<file path="src/rtl/rgb_led_seq_pkg.sv">
// Shared types and constants for the RGB LED pattern sequencer.
package rgb_led_seq_pkg;

  localparam int TICK_W = 16;

  typedef enum logic [1:0] {
    ST_IDLE = 2'd0,
    ST_FADE = 2'd1,
    ST_HOLD = 2'd2
  } state_e;

endpackage

</file>
<file path="src/rtl/rgb_led_seq_tick.sv">
// Fade-step tick generator: down-counter that pulses tick_o at zero and reloads from div_i.
module rgb_led_seq_tick
  import rgb_led_seq_pkg::*;
(
  input  logic              clk_i,
  input  logic              rst_ni,
  input  logic              enable_i,
  input  logic [TICK_W-1:0] div_i,
  output logic              tick_o
);

  logic [TICK_W-1:0] cnt_q, cnt_d;

  // Counter parks at zero while disabled, so the first enabled cycle ticks at once.
  always_comb begin
    cnt_d = cnt_q;
    if (!enable_i) begin
      cnt_d = '0;
    end else if (cnt_q == '0) begin
      cnt_d = div_i;
    end else begin
      cnt_d = cnt_q - TICK_W'(1);
    end
  end

  always_ff @(posedge clk_i or negedge rst_ni) begin
    if (!rst_ni) begin
      cnt_q <= '0;
    end else begin
      cnt_q <= cnt_d;
    end
  end

  assign tick_o = enable_i && (cnt_q == '0);

endmodule

</file>
<file path="src/rtl/rgb_led_seq.sv">
// RGB LED pattern sequencer: fades all channels one LSB per tick toward a table entry, holds, advances.
// Define RGB_LED_SEQ_IRQ_EN to add the wrap_o pulse output.
module rgb_led_seq
  import rgb_led_seq_pkg::*;
#(
  parameter int  n_leds    = 2,
  parameter int  depth     = 8,
  parameter int  n_entries = 4,
  localparam int aw        = $clog2(n_entries),
  localparam int dw        = n_leds * 3 * depth
) (
  input  logic          clk_i,
  input  logic          async_rst_ni,
  input  logic          enable_i,
  input  logic [15:0]   step_div_i,
  input  logic [15:0]   hold_i,
  input  logic [aw-1:0] last_idx_i,
  input  logic          wr_en_i,
  input  logic [aw-1:0] wr_addr_i,
  input  logic [dw-1:0] wr_data_i,
  output logic [dw-1:0] rgb_o,
  output logic [aw-1:0] idx_o,
`ifdef RGB_LED_SEQ_IRQ_EN
  output logic          wrap_o,
`endif
  output logic          busy_o
);

  localparam int               n_ch = n_leds * 3;
  localparam logic [depth-1:0] LSB  = depth'(1);

  logic [1:0]        rst_sync_q;
  logic              rst_n;
  logic              tick_s, adv_s;
  state_e            state_q, state_d;
  logic [dw-1:0]     rgb_q, rgb_d, step_s, tgt_s;
  logic [aw-1:0]     idx_q, idx_d, idx_adv_s;
  logic [TICK_W-1:0] hold_q, hold_d;
  logic              busy_q, busy_d;
  logic [dw-1:0]     pat_q [n_entries];

  // Reset asserts immediately but releases only after two clk_i edges.
  always_ff @(posedge clk_i or negedge async_rst_ni) begin
    if (!async_rst_ni) begin
      rst_sync_q <= 2'b00;
    end else begin
      rst_sync_q <= {rst_sync_q[0], 1'b1};
    end
  end
  assign rst_n = rst_sync_q[1];

  rgb_led_seq_tick u_tick (
    .clk_i    (clk_i),
    .rst_ni   (rst_n),
    .enable_i (enable_i),
    .div_i    (step_div_i),
    .tick_o   (tick_s)
  );

  // Per-channel single-LSB move toward the current target; equal channels stay put.
  always_comb begin
    tgt_s  = pat_q[idx_q];
    step_s = rgb_q;
    for (int c = 0; c < n_ch; c++) begin
      if (rgb_q[c*depth +: depth] < tgt_s[c*depth +: depth]) begin
        step_s[c*depth +: depth] = rgb_q[c*depth +: depth] + LSB;
      end else if (rgb_q[c*depth +: depth] > tgt_s[c*depth +: depth]) begin
        step_s[c*depth +: depth] = rgb_q[c*depth +: depth] - LSB;
      end else begin
        step_s[c*depth +: depth] = rgb_q[c*depth +: depth];
      end
    end
  end

  assign adv_s     = tick_s && (state_q == ST_HOLD) && (hold_q == '0);
  assign idx_adv_s = (idx_q >= last_idx_i) ? '0 : idx_q + aw'(1);

  // Sequencer next-state: disable overrides everything and clears the run state.
  always_comb begin
    state_d = state_q;
    rgb_d   = rgb_q;
    idx_d   = idx_q;
    hold_d  = hold_q;
    if (!enable_i) begin
      state_d = ST_IDLE;
      rgb_d   = '0;
      idx_d   = '0;
      hold_d  = '0;
    end else begin
      case (state_q)
        ST_IDLE: begin
          state_d = ST_FADE;
          idx_d   = '0;
        end
        ST_FADE: begin
          if (tick_s) begin
            rgb_d = step_s;
            if (step_s == tgt_s) begin
              state_d = ST_HOLD;
              hold_d  = hold_i;
            end else begin
              state_d = ST_FADE;
            end
          end else begin
            rgb_d = rgb_q;
          end
        end
        ST_HOLD: begin
          if (adv_s) begin
            state_d = ST_FADE;
            idx_d   = idx_adv_s;
          end else if (tick_s) begin
            hold_d = hold_q - TICK_W'(1);
          end else begin
            hold_d = hold_q;
          end
        end
        default: begin
          state_d = ST_IDLE;
          rgb_d   = '0;
          idx_d   = '0;
          hold_d  = '0;
        end
      endcase
    end
    busy_d = (state_d != ST_IDLE);
  end

  always_ff @(posedge clk_i or negedge rst_n) begin
    if (!rst_n) begin
      state_q <= ST_IDLE;
      rgb_q   <= '0;
      idx_q   <= '0;
      hold_q  <= '0;
      busy_q  <= 1'b0;
    end else begin
      state_q <= state_d;
      rgb_q   <= rgb_d;
      idx_q   <= idx_d;
      hold_q  <= hold_d;
      busy_q  <= busy_d;
    end
  end

  // Pattern table: plain flops, writable in every state, cleared by reset.
  always_ff @(posedge clk_i or negedge rst_n) begin
    if (!rst_n) begin
      for (int e = 0; e < n_entries; e++) begin
        pat_q[e] <= '0;
      end
    end else if (wr_en_i) begin
      pat_q[wr_addr_i] <= wr_data_i;
    end
  end

`ifdef RGB_LED_SEQ_IRQ_EN
  logic wrap_q;

  always_ff @(posedge clk_i or negedge rst_n) begin
    if (!rst_n) begin
      wrap_q <= 1'b0;
    end else begin
      wrap_q <= enable_i && adv_s && (idx_q >= last_idx_i);
    end
  end
  assign wrap_o = wrap_q;
`endif

  assign rgb_o  = rgb_q;
  assign idx_o  = idx_q;
  assign busy_o = busy_q;

endmodule

</file>
<file path="config.mk">
export PLATFORM = sky130hd
export DESIGN_NAME = rgb_led_seq
export DESIGN_NICKNAME = d
export VERILOG_FILES = /design/src/rtl/rgb_led_seq_pkg.sv /design/src/rtl/rgb_led_seq_tick.sv /design/src/rtl/rgb_led_seq.sv
export SDC_FILE = /design/constraint.sdc
export NUM_CORES = 1
export LEC_CHECK = 0
export CAP_MARGIN = 0
export CORE_UTILIZATION = 64
export CTS_CLUSTER_DIAMETER = 120
export DETAILED_ROUTE_END_ITERATION = 8
export PLACE_DENSITY = 0.85
export SETUP_SLACK_MARGIN = 0.15
export SLEW_MARGIN = 20
export SYNTH_ARGS = -nofsm -noshare
export SYNTH_HDL_FRONTEND = slang
export SYNTH_SLANG_ARGS = --single-unit
export TNS_END_PERCENT = 5
</file>
<file path="constraint.sdc">
create_clock -name clk_i -period 13.6 [get_ports clk_i]
set_input_delay 1.36 -clock clk_i [delete_from_list [all_inputs] [get_ports clk_i]]
set_output_delay 1.36 -clock clk_i [all_outputs]
set_load 0.1 [all_outputs]
</file>
==> results of run 1 <==
[Yosys cell counts, drive strengths merged, types with 10 or more instances]
cell type	instances
buf	28
nand2	74
o22ai	10
a31oi	13
o21ai	118
or3	15
a21oi	70
a21o	11
o211a	15
nand4	20
clkbuf	53
xnor2	53
o21a	12
ha	69
nor4	16
dfrtp	279
o211ai	15
nor3	42
mux4	34
nand3	30
xor2	22
inv	62
mux2i	18
and3	30
o31ai	36
a211oi	14
mux2	207
nor2	82
[power by group through the flow]
| stage | sequential [µW] | clock (µW) | combinational [µW] |
|---|---|---|---|
| after floorplan | 1070 | 0 | 453 |
| after global placement | 1040 | 0 | 639 |
| after detailed placement | 1060 | 0 | 664 |
| after CTS | 1050 | 862 | 675 |
| after global routing | 1060 | 896 | 739 |
| final | 1050 | 856 | 686 |
[how the worst max path moves through the flow]
stage,start,to,slack (ns)
finish,idx_o[0],hold_q[1],7.33
global route,idx_o[0],hold_q[0],6.99
CTS,idx_o[1],hold_q[1],7.31
detailed placement,idx_o[0],hold_q[1],7.43
global placement,idx_o[0],hold_q[13],7.56
floorplan,rst_sync_q[1],busy_o,5.25
[registers in the layout (all words and copies together) (netlist names)]
register and cells:
state_q 2, rst_sync_q 2, rgb_o 48, hold_q 16, u_tick.cnt_q 16, idx_o 2
pat_q 192, busy_o 1
[logic make-up (layout without fill, tap and decap cells)]
group,count (synthesis),count (layout)
xor gates and xnor gates,75,75
DFF,279,279
AOI/OAI and AO/OA,386,386
other,1,1
buffers and inverters,143,271
muxes,259,259
adders and majority gates,69,69
and+or+nand+nor,365,365
[placed cells by master, fill, tap and decap left out, types with 11 or more instances in the layout]
cell type / n
nor4_1: 13
or3_1: 15
a21o_1: 11
a31oi_1: 12
inv_1: 60
o21ai_0: 103
dfrtp_1: 276
o31ai_1: 36
and3_1: 30
xnor2_1: 52
mux4_2: 29
nand4_1: 20
o211ai_1: 12
xor2_1: 22
mux2_2: 205
clkdlybuf4s50_1: 137
o211a_1: 15
clkbuf_16: 31
nand3_1: 29
nand2_1: 74
nor2_1: 82
mux2i_1: 18
o21ai_1: 14
buf_4: 13
ha_1: 69
a21oi_1: 68
nor3_1: 41
a211oi_1: 13
o21a_1: 12
[metal layers]
metal | track usage, % | part of all wire (%)
met5 | 0 | 0
met4 | 13.6 | 3.7
met3 | 4.92 | 7.1
met2 | 57.8 | 48
met1 | 47.7 | 41
[through the flow]
| step | power [µW] | utilization (%) | instances | instance area, µm² | hold slack (ns) |
|---|---|---|---|---|---|
| 2_1_floorplan | 1520 | - | 1577 | 16900 | 0.331 |
| 3_3_place_gp | 1680 | 71.0 | 1983 | 18400 | 0.336 |
| 3_5_place_dp | 1720 | 71.0 | 1983 | 18400 | 0.345 |
| 4_1_cts | 2590 | 74.9 | 2038 | 19500 | 0.359 |
| 5_1_grt | 2700 | 75.2 | 2040 | 19500 | 0.256 |
| 6_report | 2590 | 75.2 | 2040 | 19500 | 0.229 |
[critical path, cell delays in order, from the launching register on]
cell,delay (ns)
dfrtp_2,0.35
buf_4,0.57
inv_2,0.44
o21ai_0,0.57
ha_1,0.35
nor2b_1,0.14
o211ai_2,0.20
a21oi_1,0.15
nor4b_1,0.80
a211oi_1,0.26
a221oi_1,0.55
nand4_1,0.33
nor4_4,0.36
a31oi_4,0.25
or2_1,0.50
o31ai_1,0.32
[final cells by class]
cell class / instances / area (µm²) / share of cell area (%)
Multi-Input combinational cell: 1155 / 9310 / 47.7
Clock buffer: 39 / 856 / 4.38
Sequential cell: 279 / 6990 / 35.8
Timing Repair Buffer: 154 / 1550 / 7.93
Inverter: 62 / 233 / 1.19
Tap cell: 335 / 419 / 2.15
Clock inverter: 16 / 178 / 0.910
==> results.md, run 1 <==
- Largest cells by area after synthesis: dfrtp_1 (41%), mux2_2 (14%), ha_1 (5.1%)
- Top cell type's share of synthesized area: 41.3%
- Fin crit period: 6.27 ns
- Synth async-reset ratio: 100%
- Crit-path max FO: 38
- Number of synthesized register bits: 279
- P_int: 1770 µW
- Largest net degree at the start of global routing: 204
- Worst Tran Pin Value: 1.06 ns
- Vias/cell: 6.73
- Place WS: 7.43 ns
- Switching Fraction: 31.9%
- Outcome: finished, final reports clean
- Crit Path Class: register to register
- Die H: 165 µm
- Net Sw Power: 828 µW
- Synth Area in Adders: 5.11%
- Setup TNS Final: 0 ns
- Die area: 27100 µm²
- Max-Cap Viols: 0
- Critical R2R Launch: idx_o[0]
- Die width: 165 µm
- DRC errors left: 0
- Net Count, Synth: 1734
- Vias in the first global route: 13500
- Post-synthesis cell type count: 87
- Max Clk Rate: 160 MHz
- CTS H-Tree Depth: 1
- Routed wire length: 47.6 mm
- Skew-Pair Late Insertion Delay: 0.57 ns
- Total track usage: 35.3%
- WP data arrival: 6.73 ns
- TritonRoute pass-1 iters: 8
- Setup WS post-layout: 7.33 ns
- Final Hold Viols: 0
- Ant. Diodes: 0
- Area grow syn2layout: 15.5%
- # setup viols final: 0
- RSZ-0062 raised after global routing: no
- Worst setup SP type: register
- Setup Buffers After CTS: 0
- 1st-iter DRT viols: 1337
- Max Transition Viols Final: 0
- Cell taking the most area after synthesis: dfrtp_1
- Clk network pwr share: 33.0%
- Post-CTS sizing: 0
- CTS buffer count: 30
- Pwr dens: 133 nW/µm²
- R2r endpoint: hold_q[1]
- Fill cells: 1705
- # rows: 59
- Post-route ant nets: 0
- Core area: 26000 µm²
- Post-synth EDFFs: 0
- Mapped Area: 16900 µm²
- Initial antenna violation count: 0
- Post-synthesis compound-gate area fraction: 15.3%
- Crit end category: register
- Fin crit share: 46.1%
- Cts hold-fix bufs: 0
- Main combinational cell family by area after synthesis: multiplexers
- Avg Cell Area, Syn: 10.7 µm²
- Flop pwr share: 40.5%
- P_leak: 0.00824 µW
- Mux contribution to synthesized area: 19.5%
- Syn Inst Count: 1577
- CTS Buffer Depth: 3
- Worst endpoint required time: 14.06 ns
- Final layout net count: 1839
- First-pass GRT wire length: 73.7 mm
- Hold WC Path Type: register to async pin
- Peak supply drop: 0.118 mV
- CTS tree: built
- Reg2Reg Setup Slack: 7.33 ns
- CTS root buf: clkbuf_16
- Relative slew slack: 28.9%
- Warnings, synthesis: 0
- Post-Synth XOR/XNOR Area: 3.93%
- DR vias: 13700
- # port buffers: 138
- Register area share after synthesis: 41.3%
- CTS clk-pin slew, worst paths: 0.07 ns
- DP Wirelength: 31.8 mm
- WL/cell: 23.3 µm
- Ports: 139
- Clk_skew: 0.0210 ns
- Share of cells above drive strength 1: 19.8%
- Prevailing post-synth register cell: dfrtp_1
- Gpl congestion: 0.994
- Grt ovf: 0
- Simple-gate share of the synthesized area: 11.1%
- Reg2reg path depth: 15
- Clk sinks: 279
- Combinational share of power: 26.4%
- Initial Util: 65.1%
Note: power is estimated with default switching activity, not from simulation.
==> run 2, diff against run 1 <==
--- a/config.mk
+++ b/config.mk
@@ -6,10 +6,10 @@
 export NUM_CORES = 1
 export LEC_CHECK = 0
 export CAP_MARGIN = 0
-export CORE_UTILIZATION = 64
+export CORE_UTILIZATION = 59
 export CTS_CLUSTER_DIAMETER = 120
 export DETAILED_ROUTE_END_ITERATION = 8
-export PLACE_DENSITY = 0.85
+export PLACE_DENSITY = 0.79
 export SETUP_SLACK_MARGIN = 0.15
 export SLEW_MARGIN = 20
 export SYNTH_ARGS = -nofsm -noshare
==> constraint.sdc (replaced) <==
create_clock -name clk_i -period 6.4 [get_ports clk_i]
set_input_delay 0.64 -clock clk_i [delete_from_list [all_inputs] [get_ports clk_i]]
set_output_delay 0.64 -clock clk_i [all_outputs]
set_load 0.1 [all_outputs]
==> results.md, run 2 (synthesis gave the netlist of run 1 again) <==
- Post-route ant nets: 0 (unchanged)
- Worst endpoint required time: 6.87 ns (-7.19 ns)
- # setup viols final: 0 (unchanged)
- # port buffers: 138 (unchanged)
- DR top layer: met4
- CP peak stage delay: 0.65 ns (-0.15 ns)
- Total track usage: 31.6% (-3.6 points)
- Fin crit period: 5.82 ns (-0.448 ns)
- 1st-iter DRT viols: 1226 (-8.3%)
- Commonest non-fill, non-tap cell in the layout: dfrtp_1
- Routed wl met3: 3.13 mm (-6.8%)
- Clk sinks: 279 (unchanged)
- Vias in the first global route: 13200 (-1.9%)
- Pwr dens: 282 nW/µm² (+110%)
- Reg2Reg Setup Slack: 0.58 ns (-6.75 ns)
- Die H: 171 µm (+4.1%)
- Family with the most delay on the worst path: compound AO/OA/AOI/OAI gates
- Crit Path Class: register to register
- Gpl congestion: 0.980 (-1.4%)
- Routed wire length: 45.5 mm (-4.5%)
- CTS Buffer Depth: 3 (unchanged)
- # rows: 61 (+3.4%)
- DRC errors left: 0 (unchanged)
- M1 wire length: 20.0 mm (+1.6%)
- Worst setup SP type: register
- Vias/cell: 6.43 (-4.4%)
- Ports: 139 (unchanged)
- CTS buffer count: 31 (+3.3%)
- Peak supply drop: 0.248 mV (+110%)
- Crit-path max FO: 17 (-55%)
- Relative slew slack: 27.2% (-1.6 points)
- Most frequent cells in the layout: dfrtp_1 (276), mux2_2 (205), clkdlybuf4s50_1 (137)
- CTS tree: built
- Die width: 171 µm (+4.1%)
- Fill cells: 2062 (+21%)
- P_leak: 0.00829 µW (+0.52%)
- Hold WC Path Type: input pin to async pin
- WL/cell: 21.7 µm (-6.9%)
- DP Wirelength: 31.5 mm (-0.80%)
- DR vias: 13400 (-2.0%)
- Cts hold-fix bufs: 0 (unchanged)
- Max Transition Viols Final: 0 (unchanged)
- Skew-Pair Late Insertion Delay: 0.57 ns (about the same)
- Critical path, cell by cell: buf_4 -> mux2_2 -> o21ai_0 -> ha_1 -> nor2b_1 -> o211ai_2 -> a21oi_1 -> nor4b_2 -> a211oi_1 -> a221oi_1 -> nand4_1 -> nor4_4 -> a31oi_4 -> or2_1 -> o31ai_1
- Grt ovf: 0 (unchanged)
- Outcome: finished, final reports clean
- Setup TNS Final: 0 ns (unchanged)
- Crit end category: register
- Area grow syn2layout: 16.3%
- Setup WS post-layout: 0.583 ns (-6.75 ns)
- TritonRoute pass-1 iters: 5 (-3)
- Initial Util: 60.4% (-4.7 points)
- Share of cells above drive strength 1: 20.0% (+0.25 points)
- WP data arrival: 6.29 ns (-0.44 ns)
- Fin crit share: 90.9% (+45 points)
- Worst Tran Pin Value: 1.09 ns (+0.0244 ns)
- Max-Cap Viols: 0 (unchanged)
- Largest net degree at the start of global routing: 158 (-23%)
- Metal2 WL: 20.8 mm (-8.9%)
- RSZ-0062 raised after global routing: no
- Initial antenna violation count: 0 (unchanged)
- CP bufs+invs: 1 (-1)
- Clk_skew: 0.0174 ns (-0.00367 ns)
- CP max-delay cell: dfrtp_2
- Placed cells: 2034 (+2.6%)
- Place WS: 0.409 ns (-7.02 ns)
- Final Non-Filler Cells: 2092 (+2.5%)
- CTS H-Tree Depth: 1 (unchanged)
- First-pass GRT wire length: 72.3 mm (-1.8%)
- Max Clk Rate: 172 MHz (+7.7%)
- Final Hold Viols: 0 (unchanged)
- Core area: 28000 µm² (+7.8%)
- Final Hold Slack: 0.238 ns (+0.00940 ns)
- Largest reg by FF count: pat_q
- CTS root buf: clkbuf_16
- Largest register FFs: 192 (unchanged)
- Final layout net count: 1846 (+0.38%)
- Die area: 29300 µm² (+8.4%)
- CTS clk-pin slew, worst paths: 0.06 ns (about the same)
- Ant. Diodes: 0 (unchanged)
[run 2: cell count changes in the layout (fill, tap and decap cells not counted), sizes merged]
cell	before	now
clkbuf	39	46
bufinv	3	4
clkinv	8	4
buf	17	23
inv	64	63
[run 2: path summary, 6_finish.rpt]
path / start / end / cells after the start
worst min-delay path: async_rst_ni / rst_sync_q[1] / 1
min in group clk_i: rst_sync_q[0] / rst_sync_q[1] / 0
worst max-delay path: idx_o[1] / hold_q[15] / 15
worst min register to register: rst_sync_q[0] / rst_sync_q[1] / 0
max in group asynchronous: rst_sync_q[1] / u_tick.cnt_q[0] / 1
worst max register to register: idx_o[1] / hold_q[15] / 15
[run 2: layout make-up]
type,count,area (µm²),area share [%]
Clock buffer,46,922,4.69
Clock inverter,12,175,0.891
Inverter,62,233,1.18
Multi-Input combinational cell,1155,9310,47.3
Sequential cell,279,6990,35.5
Tap cell,378,473,2.40
Timing Repair Buffer,160,1570,7.97
[run 2: power by group]
| group | switching, µW | leakage (µW) | internal (µW) |
|---|---|---|---|
| clock | 744 | 0.000531 | 1150 |
| combinational | 786 | 0.00430 | 645 |
| sequential | 181 | 0.00346 | 2040 |
[run 2: metal layers]
metal  vias to the layer above  GRT usage [%]
li1                       6123              -
met1                      6675           44.7
met2                       549           49.6
met3                        98           4.88
met4                         0           11.4
met5                         -              0
[run 2: repair_timing]
action,4_1_cts,5_1_grt
buffers inserted,0,0
gates resized for setup,0,1
endpoints found under the setup margin,0,5
endpoints found under the hold margin,0,0
[run 2: metrics by stage]
step                total power [µW]  utilization (%)  area (µm²)
CTS                             5560             70.2       19700
global route                    5800             70.2       19700
floorplan                       3240                -       16900
finish                          5550             70.2       19700
global placement                3590             66.3       18600
detailed placement              3660             66.3       18600
==> run 3, diff against run 2 <==
--- a/config.mk
+++ b/config.mk
@@ -5,11 +5,13 @@
 export SDC_FILE = /design/constraint.sdc
 export NUM_CORES = 1
 export LEC_CHECK = 0
+export ABC_AREA = 0
 export CAP_MARGIN = 0
-export CORE_UTILIZATION = 59
+export CORE_UTILIZATION = 61
+export CTS_BUF_LIST = sky130_fd_sc_hd__clkbuf_4 sky130_fd_sc_hd__clkbuf_8
 export CTS_CLUSTER_DIAMETER = 120
 export DETAILED_ROUTE_END_ITERATION = 8
-export PLACE_DENSITY = 0.79
+export PLACE_DENSITY = 0.81
 export SETUP_SLACK_MARGIN = 0.15
 export SLEW_MARGIN = 20
 export SYNTH_ARGS = -nofsm -noshare
==> results.md, run 3 (synthesis gave the netlist of run 1 again) <==
- Critical R2R Launch: idx_o[1]
- Clk_skew: 0.0129 ns (-0.00446 ns)
- Core area: 27100 µm² (-3.2%)
- Share of cells above drive strength 1: 21.4% (+1.3 points)
- DP Wirelength: 31.7 mm (+0.63%)
- CTS H-Tree Depth: 2 (+1)
- Area of the multi-input gates: 9300 µm² (about the same)
- P_leak: 0.00827 µW (-0.19%)
- Largest register FFs: 192 (unchanged)
- DR vias: 13500 (+0.55%)
- Vias/cell: 6.41 (-0.31%)
- CTS clk-pin slew, worst paths: 0.06 ns (about the same)
- Ports: 139 (unchanged)
- CTS tree: built
- Die H: 168 µm (-1.6%)
- R2r endpoint: hold_q[1]
- Reg2reg path depth: 17 (+2)
- Max Transition Viols Final: 0 (unchanged)
- Crit path from: idx_o[1]
- Post-CTS sizing: 0 (unchanged)
- Outcome: finished, final reports clean
- CTS buffer count: 46 (+48%)
- Final layout net count: 1864 (+0.98%)
- WP data arrival: 5.96 ns (-0.33 ns)
- Skew-Pair Late Insertion Delay: 0.57 ns (about the same)
- DRC errors left: 0 (unchanged)
- Relative slew slack: 29.5% (+2.2 points)
- Crit Path Class: register to register
- Most frequent cells in the layout: dfrtp_1 (276), mux2_2 (205), clkdlybuf4s50_1 (137)
- Worst endpoint required time: 6.87 ns (about the same)
- Setup Buffers After CTS: 0 (unchanged)
- Post-route ant nets: 0 (unchanged)
- Routed wire length: 46.3 mm (+1.8%)
- First-pass GRT wire length: 73.9 mm (+2.2%)
- Total track usage: 33.2% (+1.5 points)
- Register area: 6990 µm² (unchanged)
- Crit end category: register
- Final Hold Viols: 0 (unchanged)
- Worst setup SP type: register
- Fin crit share: 85.8% (-5.1 points)
- Max-Cap Viols: 0 (unchanged)
- Pwr dens: 270 nW/µm² (-4.5%)
- Reg2Reg Setup Slack: 0.91 ns (+0.33 ns)
- Gpl congestion: 0.987 (+0.68%)
- TritonRoute pass-1 iters: 7 (+2)
- Fin crit period: 5.49 ns (-0.326 ns)
- 1st-iter DRT viols: 1054 (-14%)
- Fill cells: 1880 (-8.8%)
- Initial Util: 62.4% (+2.0 points)
- Max Clk Rate: 182 MHz (+5.9%)
- Worst Tran Pin Value: 1.05 ns (-0.0334 ns)
- Setup TNS Final: 0 ns (unchanged)
- Clk sinks: 279 (unchanged)
- Hold WC Path Type: input pin to async pin
- CTS root buf: clkbuf_8
- Commonest non-fill, non-tap cell in the layout: dfrtp_1
- Cts hold-fix bufs: 0 (unchanged)
- Largest reg by FF count: pat_q
- CTS Buffer Depth: 3 (unchanged)
- # rows: 60 (-1.6%)
- RSZ-0062 raised after global routing: no
- WL/cell: 21.9 µm (+0.96%)
- Initial antenna violation count: 1 (+1)
- Largest net degree at the start of global routing: 148 (-6.3%)
- Peak supply drop: 0.202 mV (-19%)
- Crit-path max FO: 24 (+7)
- # port buffers: 138 (unchanged)
- Area grow syn2layout: 15.3%
- Die area: 28400 µm² (-3.2%)
- Fin util: 72.0% (+1.8 points)
- Vias in the first global route: 13500 (+2.3%)
- Die width: 168 µm (-1.6%)
- Grt ovf: 0 (unchanged)
- # setup viols final: 0 (unchanged)
[run 3: cell types whose count changed in the layout (fill, tap and decap cells not counted), sizes merged]
| cell | delta |
|---|---|
| buf | +3 |
| bufinv | -4 |
| clkbuf | +28 |
| clkinv | -2 |
| clkinvlp | -3 |
| diode | +1 |
| inv | +1 |
[run 3: layer usage]
| metal | part of all wire (%) | GRT usage, % | vias up | wire length, µm |
|---|---|---|---|---|
| met5 | 0 | 0 | - | 0 |
| met4 | 3.8 | 13.7 | 0 | 1770 |
| met3 | 7.0 | 5.42 | 122 | 3230 |
| met2 | 46 | 52.4 | 550 | 21400 |
| met1 | 43 | 46.0 | 6691 | 19900 |
| li1 | - | - | 6156 | - |
[run 3: worst max-delay path by stage]
stage            endpoint  slack, ns  cells past startpoint
4_1_cts         hold_q[1]        1.0                     18
3_5_place_dp    hold_q[1]       1.03                     18
3_3_place_gp   hold_q[15]       1.09                     14
2_1_floorplan   hold_q[5]       1.10                     20
6_report        hold_q[1]       0.91                     17
5_1_grt         hold_q[1]       0.56                     18
[run 3: through the flow]
stage,cells,worst slack (ns),area [µm²],hold WS (ns),power (µW)
global placement,2031,1.09,18600,0.277,3590
floorplan,1577,1.10,16900,0.331,3240
global route,2110,0.564,19500,0.212,5510
CTS,2109,0.996,19500,0.207,5270
detailed placement,2031,1.03,18600,0.288,3650
finish,2110,0.909,19500,0.228,5260
[run 3: critical path, stage by stage, from the launching register on]
cell	delay, ns
dfrtp_2	0.62
buf_12	0.25
mux2_2	0.35
o21ai_0	0.20
buf_4	0.19
ha_1	0.23
nor2b_1	0.14
o211ai_2	0.21
a21oi_1	0.16
nor4b_1	0.35
buf_4	0.20
a211oi_1	0.12
a221oi_1	0.51
nand4_1	0.33
nor4_4	0.39
a31oi_4	0.27
or2_1	0.52
o31ai_1	0.31
[run 3: cell type report]
type | instances | share of cell area, %
flip-flops and latches | 279 | 35.8
multi-input cells | 1155 | 47.7
well taps | 372 | 2.39
diodes | 1 | 0.0128
repair buffers | 163 | 8.15
clock inverters | 4 | 0.154
inverters | 62 | 1.19
clock buffers | 74 | 4.58
[run 3: where the power goes]
part / total, µW / internal, µW / leakage [µW] / switching (µW)
registers: 2230 / 2040 / 0.00346 / 189
clock network: 1590 / 880 / 0.000499 / 713
logic: 1440 / 646 / 0.00431 / 789
total: 5260 / 3570 / 0.00827 / 1690
